[src/rtl/hazard_pkg.sv]
// Shared types for the hazard control unit: FSM state encoding and register x0 index.
package hazard_pkg;
  typedef enum logic [1:0] {
    RUN      = 2'd0,
    MEM_WAIT = 2'd1,
    ERROR    = 2'd2
  } state_t;

  localparam logic [4:0] X0 = 5'd0;
endpackage

[src/rtl/mem_wait_timer.sv]
// Counts consecutive data-memory wait cycles; expired flags the final allowed cycle.
module mem_wait_timer #(
  parameter int TIMEOUT = 64
) (
  input  logic clk,
  input  logic rst_n,
  input  logic clear,
  input  logic enable,
  output logic expired
);
  localparam int W = $clog2(TIMEOUT);
  localparam logic [W-1:0] LAST = W'(TIMEOUT - 1);

  logic [W-1:0] cnt;

  always_ff @(posedge clk or negedge rst_n) begin
    if (!rst_n)      cnt <= '0;
    else if (clear)  cnt <= '0;
    else if (enable) cnt <= cnt + W'(1);
  end

  assign expired = (cnt == LAST);
endmodule

[src/rtl/hazard_control_unit.sv]
// Pipeline hazard control: memory stalls with timeout, branch flush, load-use interlock.
// Optional perf counter of stall_pc cycles enabled by defining HAZARD_PERF_CNT_EN.
module hazard_control_unit
  import hazard_pkg::*;
#(
  parameter int MEM_TIMEOUT = 64
) (
  input  logic        clk,
  input  logic        rst_n,
  input  logic [4:0]  rs1_id,
  input  logic [4:0]  rs2_id,
  input  logic [4:0]  rd_ex,
  input  logic        memRead_ex,
  input  logic        branchTaken_ex,
  input  logic        dmem_req,
  input  logic        dmem_ready,
  output logic        stall_pc,
  output logic        stall_ifid,
  output logic        stall_idex,
  output logic        stall_exmem,
  output logic        flush_ifid,
  output logic        flush_idex,
  output logic        mem_err
`ifdef HAZARD_PERF_CNT_EN
  ,
  output logic [31:0] stall_cycles
`endif
);
  state_t state, state_nxt;
  logic   timer_clr, timer_en, timer_expired;
  logic   mem_stall, load_use;

  assign mem_stall = dmem_req && !dmem_ready;
  assign load_use  = memRead_ex && (rd_ex != X0) &&
                     ((rd_ex == rs1_id) || (rd_ex == rs2_id));

  always_ff @(posedge clk or negedge rst_n) begin
    if (!rst_n) state <= RUN;
    else        state <= state_nxt;
  end

  always_comb begin
    state_nxt   = state;
    timer_clr   = 1'b1;
    timer_en    = 1'b0;
    stall_pc    = 1'b0;
    stall_ifid  = 1'b0;
    stall_idex  = 1'b0;
    stall_exmem = 1'b0;
    flush_ifid  = 1'b0;
    flush_idex  = 1'b0;
    mem_err     = 1'b0;
    case (state)
      RUN, MEM_WAIT: begin
        if (mem_stall) begin
          {stall_pc, stall_ifid, stall_idex, stall_exmem} = 4'b1111;
          if (state == MEM_WAIT) begin
            timer_clr = 1'b0;
            timer_en  = 1'b1;
            state_nxt = timer_expired ? ERROR : MEM_WAIT;
          end else begin
            state_nxt = MEM_WAIT;
          end
        end else begin
          // Branch wins over load-use: the ID instruction is being discarded anyway.
          state_nxt = RUN;
          if (branchTaken_ex) begin
            flush_ifid = 1'b1;
            flush_idex = 1'b1;
          end else if (load_use) begin
            stall_pc   = 1'b1;
            stall_ifid = 1'b1;
            flush_idex = 1'b1;
          end
        end
      end
      ERROR: begin
        {stall_pc, stall_ifid, stall_idex, stall_exmem} = 4'b1111;
        mem_err = 1'b1;
      end
      default: state_nxt = RUN;
    endcase
  end

  mem_wait_timer #(.TIMEOUT(MEM_TIMEOUT)) u_timer (
    .clk     (clk),
    .rst_n   (rst_n),
    .clear   (timer_clr),
    .enable  (timer_en),
    .expired (timer_expired)
  );

`ifdef HAZARD_PERF_CNT_EN
  always_ff @(posedge clk or negedge rst_n) begin
    if (!rst_n)                                  stall_cycles <= '0;
    else if (stall_pc && (stall_cycles != '1))   stall_cycles <= stall_cycles + 32'd1;
  end
`endif
endmodule

[config.mk]
export PLATFORM = sky130hd
export DESIGN_NAME = hazard_control_unit
export DESIGN_NICKNAME = d
export VERILOG_FILES = /design/src/rtl/hazard_pkg.sv /design/src/rtl/mem_wait_timer.sv /design/src/rtl/hazard_control_unit.sv
export SDC_FILE = /design/constraint.sdc
export NUM_CORES = 1
export LEC_CHECK = 0
export BUFFER_PORTS_ARGS = -buffer_cell sky130_fd_sc_hd__buf_2
export CAP_MARGIN = 15
export CORE_AREA = 2 2 39 41
export CTS_CLUSTER_SIZE = 8
export DETAILED_ROUTE_END_ITERATION = 7
export DIE_AREA = 0 0 41 43
export PLACE_DENSITY = 0.72
export SYNTH_ARGS = -nofsm -noshare
export SYNTH_HDL_FRONTEND = slang
export SYNTH_SLANG_ARGS = --single-unit
[constraint.sdc]
create_clock -name clk -period 3.75 [get_ports clk]
set_clock_uncertainty 0.2 [all_clocks]
set_input_delay 0.5625 -clock clk [delete_from_list [all_inputs] [get_ports clk]]
set_output_delay 0.5625 -clock clk [all_outputs]
set_load 0.05 [all_outputs]
==> out/metrics.cfg <==
[run_status]
status = finished, final reports clean

[logic_synthesis]
yosysSeqAreaShare_pct = 38.1
synth_fp_nets = 80
syn_area_sq_um = 526
synth_cell_types = 23
syn_avg_cell_area_sq_um = 9.06
ys_seq_elements = 8
synthesis.yosys.warnings = 0
syn_inst = 58

[grt]
antenna_found_initial = 0
overflow = 0
grtUsageTotal_pct = 14.7
grt_pass1_wl_mm = 1.77
grt_pass1_vias = 484
grt_max_degree = 9

[routing]
wl_per_cell_um = 10.8
via_per_inst = 4.92
ant_nets = 0
finalWirelength_mm = 1.11
post-route-drc-count = 0
dr_total_vias = 507
drt_iter0_drc = 11
dr.pass1.iters = 4

[layout]
diodes = 0
drive_gt1_share_pct = 34.5
fin_util_pct = 50.5
num-fill-cells = 145
syn_to_final_growth_pct = 32.9
fin_nets = 111

[place]
place_congestion = 0.731
dp_hpwl_um = 888
io_buffers = 27

[setup_path]
arrival_ps = 1730
r2r_end = u_timer.cnt[4]
cp-start-kind = input port
rr_startpoint = u_timer.cnt[0]
crit_required_ps = 2990
rrSetupSlack_ps = 2390
critPathMaxFanout = 3
r2r_cells = 4
cp-end-kind = output port
worstSetupPathType = input port to output port

[die]
start_util_pct = 38.0
io_pins = 28
coreArea_sq_um = 1380
die_x_um = 41
rows = 14
dieArea_sq_um = 1760
fp.dieH_um = 43

[clock_tree]
numCtsBuffers = 3
clockBufferDepth = 2
post_cts_buffers = 0
h-tree-depth = 1
hold_buffers = 1
cts_tree = yes
clk_latency_ps = 250
cts_sinks = 8
root_buffer = clkbuf_4
clk_pin_slew_ps = 50
cts_resized = 0

[sta]
finalSetupViolCount = 0
min_period_ps = 2490
max_freq_mhz = 401
worst_pin_slew_ps = 252
timing_hold_violations_final = 0
min_period_over_period_pct = 66.4
slew_viol_final = 0
whs_ps = 270
fin_tns_setup_ps = 0
rsz0062_at_grt = false
slew_headroom_pct = 83.1

[hold_path]
hold_start = u_timer.cnt[0]
hold_path_class = register to register
whs_endpoint = u_timer.cnt[0]
hold_depth = 1

[power]
p_leak_nw = 0.369
ir_worst_vdd_uv = 180
powerDensity_nw_per_um2 = 293

[job]
drv_cap = 0

per-layer routing:
metal | part of all wire, % | global-route usage, %
met5 | 0 | 0
met4 | 0 | 6.00
met3 | 8.6 | 3.14
met2 | 47 | 25.6
met1 | 44 | 15.8
through the flow:
step,instance area [sq um],std cells,worst slack (ps),total power [mW]
detailed placement,666,99,1250,0.142
global placement,666,99,1260,0.141
global route,698,103,1170,0.221
floorplan,526,58,861,0.122
CTS,698,103,1250,0.209
finish,698,103,1260,0.204
placed cells by master (no fill, tap or decap), drive strengths merged:
cell	n
xor2	11
nand3	2
a21oi	2
nand3b	1
and2	1
nor2	6
nand2	3
buf	27
nor3	2
nor3b	1
ha	1
and3	2
dlygate4sd3	1
o21ai	3
o21bai	2
dfrtp	8
a22oi	1
nand2b	2
a41oi	1
or3	2
inv	2
xnor2	2
or4	1
clkbuf	3
cell type report:
type | instances | area (sq um) | area share [%]
multi-input combinational | 46 | 303 | 43.4
tap | 16 | 20.0 | 2.87
timing repair buffer | 28 | 145 | 20.8
clock buffer | 3 | 22.5 | 3.23
sequential | 8 | 200 | 28.7
inverter | 2 | 7.51 | 1.08
state kept, by name (all words and copies together) (netlist names):
name	count
u_timer.cnt	6
state	2
logic make-up (layout without fill, tap and decap cells):
logic type                 after synthesis  count (layout)  share of synthesized area [%]
AOI/OAI and AO/OA                        9               9                           10.7
xor gates and xnor gates                13              13                           21.7
adders and majority gates                1               1                           2.38
buffers and inverters                    4              33                           4.29
DFF                                      8               8                           38.1
and+or+nand+nor                         23              23                           22.9
synth_stat cells:
cell	instances	area, sq um
a21oi_1	2	10.0
a22oi_1	1	7.51
a41oi_1	1	8.76
and2_1	1	6.26
and3_1	2	12.5
buf_4	2	15.0
dfrtp_1	8	200
ha_1	1	12.5
inv_1	2	7.51
nand2_1	3	11.3
nand2b_1	2	12.5
nand3_1	2	10.0
nand3b_1	1	7.51
nor2_1	6	22.5
nor3_1	2	10.0
nor3b_1	1	7.51
o21ai_0	2	10.0
o21ai_1	1	5.00
o21bai_1	2	15.0
or3_1	2	12.5
or4_1	1	7.51
xnor2_1	2	17.5
xor2_1	11	96.3
report_power, final:
group	internal, mW	total, mW	switching, mW
combinational	0.0202	0.0531	0.0330
clock	0.0364	0.0631	0.0266
sequential	0.0874	0.0881	0.000734
total	0.144	0.204	0.0603
worst max-delay path by stage:
stage / endpoint / cells after the start / slack [ps] / start
4_1_cts: stall_pc / 6 / 1250 / rd_ex[1]
2_1_floorplan: stall_pc / 5 / 860 / rd_ex[1]
5_1_grt: stall_ifid / 6 / 1170 / rd_ex[1]
3_3_place_gp: stall_ifid / 6 / 1260 / rd_ex[1]
6_report: stall_ifid / 6 / 1260 / rd_ex[1]
3_5_place_dp: stall_pc / 6 / 1250 / rd_ex[1]
worst max-delay path, stage by stage:
cell	delay (ps)
buf_2	120
or4_1	510
o21ai_1	140
or3_1	120
o21bai_1	60
buf_2	220
Power figures use the tool's default switching activity.
